===== config.mk =====
export PLATFORM = sky130hd
export DESIGN_NAME = alu_share_arbiter
export DESIGN_NICKNAME = d
export VERILOG_FILES = /design/src/rtl/alu_share_arbiter.sv
export SDC_FILE = /design/constraint.sdc
export NUM_CORES = 1
export LEC_CHECK = 0
export ABC_AREA = 0
export ABC_CLOCK_PERIOD_IN_PS = 3700
export BUFFER_PORTS_ARGS = -buffer_cell sky130_fd_sc_hd__buf_2
export CORE_AREA = 2 2 129 131
export DETAILED_ROUTE_END_ITERATION = 16
export DIE_AREA = 0 0 131 133
export PLACE_DENSITY = 0.69
export SLEW_MARGIN = 40
export SYNTH_ARGS = -nofsm -noshare
export SYNTH_HDL_FRONTEND = slang
export SYNTH_SLANG_ARGS = --single-unit

===== constraint.sdc =====
create_clock -name clk -period 3.7 [get_ports clk]
set_input_delay 0.74 -clock clk [delete_from_list [all_inputs] [get_ports clk]]
set_output_delay 0.74 -clock clk [all_outputs]
set_load 0.02 [all_outputs]

===== src/rtl/alu_share_arbiter.sv =====
// Round-robin front end sharing one combinational ALU between two requesters.
// Latency: accept at edge T, ALU driven T..T+1, result captured at T+1 and held until consumed.
// Backpressure: one operation in flight; both request readies low until the response is consumed.
module alu_share_arbiter #(
  parameter int bit_size = 32
) (
  input  logic                clk,
  input  logic                rst,

  input  logic                req0_valid,
  output logic                req0_ready,
  input  logic [3:0]          req0_op,
  input  logic [bit_size-1:0] req0_src1,
  input  logic [bit_size-1:0] req0_src2,
  input  logic [4:0]          req0_shamt,

  input  logic                req1_valid,
  output logic                req1_ready,
  input  logic [3:0]          req1_op,
  input  logic [bit_size-1:0] req1_src1,
  input  logic [bit_size-1:0] req1_src2,
  input  logic [4:0]          req1_shamt,

  output logic                rsp0_valid,
  input  logic                rsp0_ready,
  output logic [bit_size-1:0] rsp0_result,
  output logic                rsp0_zero,

  output logic                rsp1_valid,
  input  logic                rsp1_ready,
  output logic [bit_size-1:0] rsp1_result,
  output logic                rsp1_zero,

  output logic [3:0]          alu_op,
  output logic [bit_size-1:0] alu_src1,
  output logic [bit_size-1:0] alu_src2,
  output logic [4:0]          alu_shamt,
  input  logic [bit_size-1:0] alu_result,
  input  logic                alu_zero
);

  typedef enum logic [1:0] {
    ST_IDLE = 2'd0,
    ST_EXEC = 2'd1,
    ST_RESP = 2'd2
  } state_t;

  state_t              r_state;
  state_t              w_state_nxt;

  // Requester that won most recently; the other one wins the next tie.
  logic                r_last_grant;
  // Requester whose operation is currently in flight.
  logic                r_owner;

  logic [3:0]          r_alu_op;
  logic [bit_size-1:0] r_alu_src1;
  logic [bit_size-1:0] r_alu_src2;
  logic [4:0]          r_alu_shamt;

  // Single response register pair, shared by both response ports.
  logic [bit_size-1:0] r_rsp_result;
  logic                r_rsp_zero;

  logic                w_grant0;
  logic                w_grant1;
  logic                w_accept;
  logic                w_consume;

  // Arbitration, consume detection and next-state selection.
  always_comb begin
    w_state_nxt = r_state;
    w_grant0    = 1'b0;
    w_grant1    = 1'b0;
    w_consume   = 1'b0;
    case (r_state)
      ST_IDLE: begin
        // A lone requester always wins; on a tie the one not granted last time wins.
        w_grant0 = req0_valid & (~req1_valid | r_last_grant);
        w_grant1 = req1_valid & (~req0_valid | ~r_last_grant);
        if (w_grant0 | w_grant1) begin
          w_state_nxt = ST_EXEC;
        end
      end
      ST_EXEC: begin
        // The ALU has had the whole cycle to settle on the registered operands.
        w_state_nxt = ST_RESP;
      end
      ST_RESP: begin
        // Only the owner's ready can release the response; the other port is ignored.
        w_consume = r_owner ? rsp1_ready : rsp0_ready;
        if (w_consume) begin
          w_state_nxt = ST_IDLE;
        end
      end
      default: begin
        w_state_nxt = ST_IDLE;
      end
    endcase
  end

  // Grants are only raised on valid requesters, so any grant is an accept.
  assign w_accept = w_grant0 | w_grant1;

  // State register.
  always_ff @(posedge clk) begin
    if (rst) begin
      r_state <= ST_IDLE;
    end else begin
      r_state <= w_state_nxt;
    end
  end

  // Ownership and round-robin history, updated only when a request is accepted.
  always_ff @(posedge clk) begin
    if (rst) begin
      r_last_grant <= 1'b1;
      r_owner      <= 1'b0;
    end else if (w_accept) begin
      r_last_grant <= w_grant1;
      r_owner      <= w_grant1;
    end
  end

  // Winner's payload is sampled on the accept edge and held afterwards; it is
  // deliberately not cleared when the operation completes.
  always_ff @(posedge clk) begin
    if (rst) begin
      r_alu_op    <= 4'd0;
      r_alu_src1  <= '0;
      r_alu_src2  <= '0;
      r_alu_shamt <= 5'd0;
    end else if (w_grant0) begin
      r_alu_op    <= req0_op;
      r_alu_src1  <= req0_src1;
      r_alu_src2  <= req0_src2;
      r_alu_shamt <= req0_shamt;
    end else if (w_grant1) begin
      r_alu_op    <= req1_op;
      r_alu_src1  <= req1_src1;
      r_alu_src2  <= req1_src2;
      r_alu_shamt <= req1_shamt;
    end
  end

  // Capture the settled ALU outputs at the end of the execute cycle.
  always_ff @(posedge clk) begin
    if (rst) begin
      r_rsp_result <= '0;
      r_rsp_zero   <= 1'b0;
    end else if (r_state == ST_EXEC) begin
      r_rsp_result <= alu_result;
      r_rsp_zero   <= alu_zero;
    end
  end

  assign req0_ready  = w_grant0;
  assign req1_ready  = w_grant1;

  assign rsp0_valid  = (r_state == ST_RESP) & ~r_owner;
  assign rsp1_valid  = (r_state == ST_RESP) &  r_owner;
  assign rsp0_result = r_rsp_result;
  assign rsp1_result = r_rsp_result;
  assign rsp0_zero   = r_rsp_zero;
  assign rsp1_zero   = r_rsp_zero;

  assign alu_op      = r_alu_op;
  assign alu_src1    = r_alu_src1;
  assign alu_src2    = r_alu_src2;
  assign alu_shamt   = r_alu_shamt;

endmodule


==> out/qor.yml <==
run_status:
  outcome: "finished clean"
grt:
  grt_max_degree: 74
  antenna_found_initial: 2
  gr-total-overflow: 0
  track_usage_pct: 20.7
  grt_pass1_wl_um: 28300
  first_global_vias: 5405
synthesis:
  synth-edff-count: 0
  synth.largest_area_cell: "dfxtp_1"
  synth_top_area_share_pct: 39.1
  synthTopCellsByCount: "dfxtp_1 (110), inv_1 (76), a31oi_1 (72), nor3_1 (72), o32ai_2 (69)"
  synth_fp_nets: 813
  postSynthAreaPerCell_um2: 8.97
  synthFlopType: "dfxtp_1"
  synth_warnings: 0
  synth_cell_types: 31
  syn_inst: 628
  synth_seq_cells: 110
  async_flop_share_pct: 0
  synthesis.area_um2: 5630
  synth_most_common_cell: "dfxtp_1"
  synthTopCellsByArea: "dfxtp_1 (39%), o32ai_2 (20%), a31oi_1 (8.0%)"
  yosysSeqAreaShare_pct: 39.1
sta:
  finalHoldViolCount: 0
  timing.final.crit_period_ns: 2.66
  rsz0062_at_grt: "no"
  fin_crit_sh_pct: 72.0
  finalSetupTns_ns: 0
  setup_viol: 0
  setup_slack_ns: 1.04
  fmax_ghz: 0.376
  slew_viol_final: 0
  fin_worst_skew_ns: 0.00641
  tightest_slew_ns: 0.821
  relSlewSlack_pct: 45.3
setup_path:
  required_ns: 2.96
  r2r_slack_ns: 1.46
  cp-end-kind: "primary output"
  worst-setup-path-type: "input pin to primary output"
  crit_arrival_ns: 1.92
  setup.worst_path.start_class: "input pin"
  cp_max_fo: 30
clocking:
  cts_buffers: 9
  clockBufferDepth: 2
  htreeDepth: 3
  cts_resized: 0
  holdBufCountCts: 0
  clk_latency_ns: 0.35
  cts_root_buf: "clkbuf_16"
  cts_num_sinks: 110
  cts_tree: "yes"
  cts_setup_buffers: 0
  clk_pin_slew_ns: 0.07
die:
  die_h_um: 133
  core_area_um2: 16200
  start_util_pct: 34.8
  fp.dieArea_um2: 17400
  ioPinCount: 328
  rows: 47
  die_x_um: 131
route:
  vias_per_cell: 5.08
  vias: 5602
  post_drt_wl_per_cell_um: 17.3
  drc_errors: 0
  drt_iter0_markers: 195
  ant_nets: 0
  drt_first_pass_iters: 4
  wirelength_um: 19000
final_layout:
  fin_nets: 1061
  area_delta_synth_final_pct: 31.4
  fill_cells: 1600
  final_util_pct: 45.8
  drive_above_1_share_pct: 49.0
run:
  drv_cap: 0
placed_design:
  gp_congestion: 0.777
  dp_hpwl_um: 13400
  post-place-ws_ns: 1.03
  portBuffers: 327
pwr:
  max-vdd-ir-drop_v: 0.000243
  power.density_nw_per_um2: 447
  p_leak_nw: 3.35
worst_hold_path:
  hold_path_class: "register to register"
-- layer usage --
layer / part of all wire (%) / up-vias / global-route usage [%] / wire length (um)
li1: - / 2716 / - / -
met1: 39 / 2634 / 23.2 / 7500
met2: 50 / 234 / 36.9 / 9430
met3: 9.2 / 18 / 6.15 / 1760
met4: 1.8 / 0 / 7.21 / 350
met5: 0 / - / 0 / 0
-- layout make-up --
type	count	area (um2)	share of cell area (%)
inverters	76	285	3.86
clock buffers	10	239	3.23
clock inverters	6	45.0	0.609
flip-flops and latches	110	2200	29.8
diodes	2	5.00	0.0676
well taps	220	275	3.72
repair buffers	339	1780	24.0
multi-input cells	340	2570	34.7
-- path summary, 6_finish.rpt --
kind	depth (start not counted)	end	from
max reg2reg	4	alu_src1[21]	r_state[1]
min reg2reg	2	alu_src1[9]	alu_src1[9]
min	2	alu_src1[9]	alu_src1[9]
max	6	req1_ready	req0_valid
-- sequential cells by signal (all words and copies together), names as in the netlist --
name,count
rsp0_result,32
r_state,2
r_owner,1
alu_shamt,5
alu_op,4
rsp0_zero,1
alu_src2,32
r_last_grant,1
alu_src1,32
-- report_power, final --
part / internal, mW / leakage (nW) / switching (mW) / total [mW]
combinational: 0.379 / 2.31 / 0.603 / 0.981
sequential: 1.30 / 0.905 / 0.0728 / 1.38
clock: 0.481 / 0.143 / 0.466 / 0.947
total: 2.16 / 3.35 / 1.14 / 3.30
-- through the flow --
step           instance area [um2]  hold slack (ns)  cells  total power, mW
2_1_floorplan                 5630            0.473    628             2.08
3_3_place_gp                  7110            0.446   1085             2.38
3_5_place_dp                  7110            0.451   1085             2.39
4_1_cts                       7390            0.465   1101             3.35
5_1_grt                       7400            0.486   1103             3.47
6_report                      7400            0.462   1103             3.30
-- worst max-delay path, cell delays in order --
cell	delay (ns)
buf_2	0.34
buf_4	0.39
nand2_1	0.10
nand3_1	0.11
inv_1	0.06
buf_2	0.17
-- kinds of logic (layout without fill, tap and decap cells) --
family	after synthesis	in the layout	synth area share [%]
AOI/OAI and AO/OA	185	185	32.4
buffers and inverters	178	431	15.9
DFF	110	110	39.1
muxes	1	1	0.178
other	0	2	0
and+or+nand+nor	154	154	12.5
-- cell usage in the layout, fill, tap and decap left out, types with 3 or more instances in the layout --
master     synthesis  final
o32ai_1            3      3
a31oi_1           72     72
dfxtp_1          110    110
a21oi_1           35     35
buf_4             33      8
inv_1             76     75
o32ai_2           69     69
nor3_1            72     72
clkbuf_16          0      9
buf_12             0      4
buf_2              7    327
nand2_1           67     67
No activity file was read; power rests on OpenSTA's default activity.
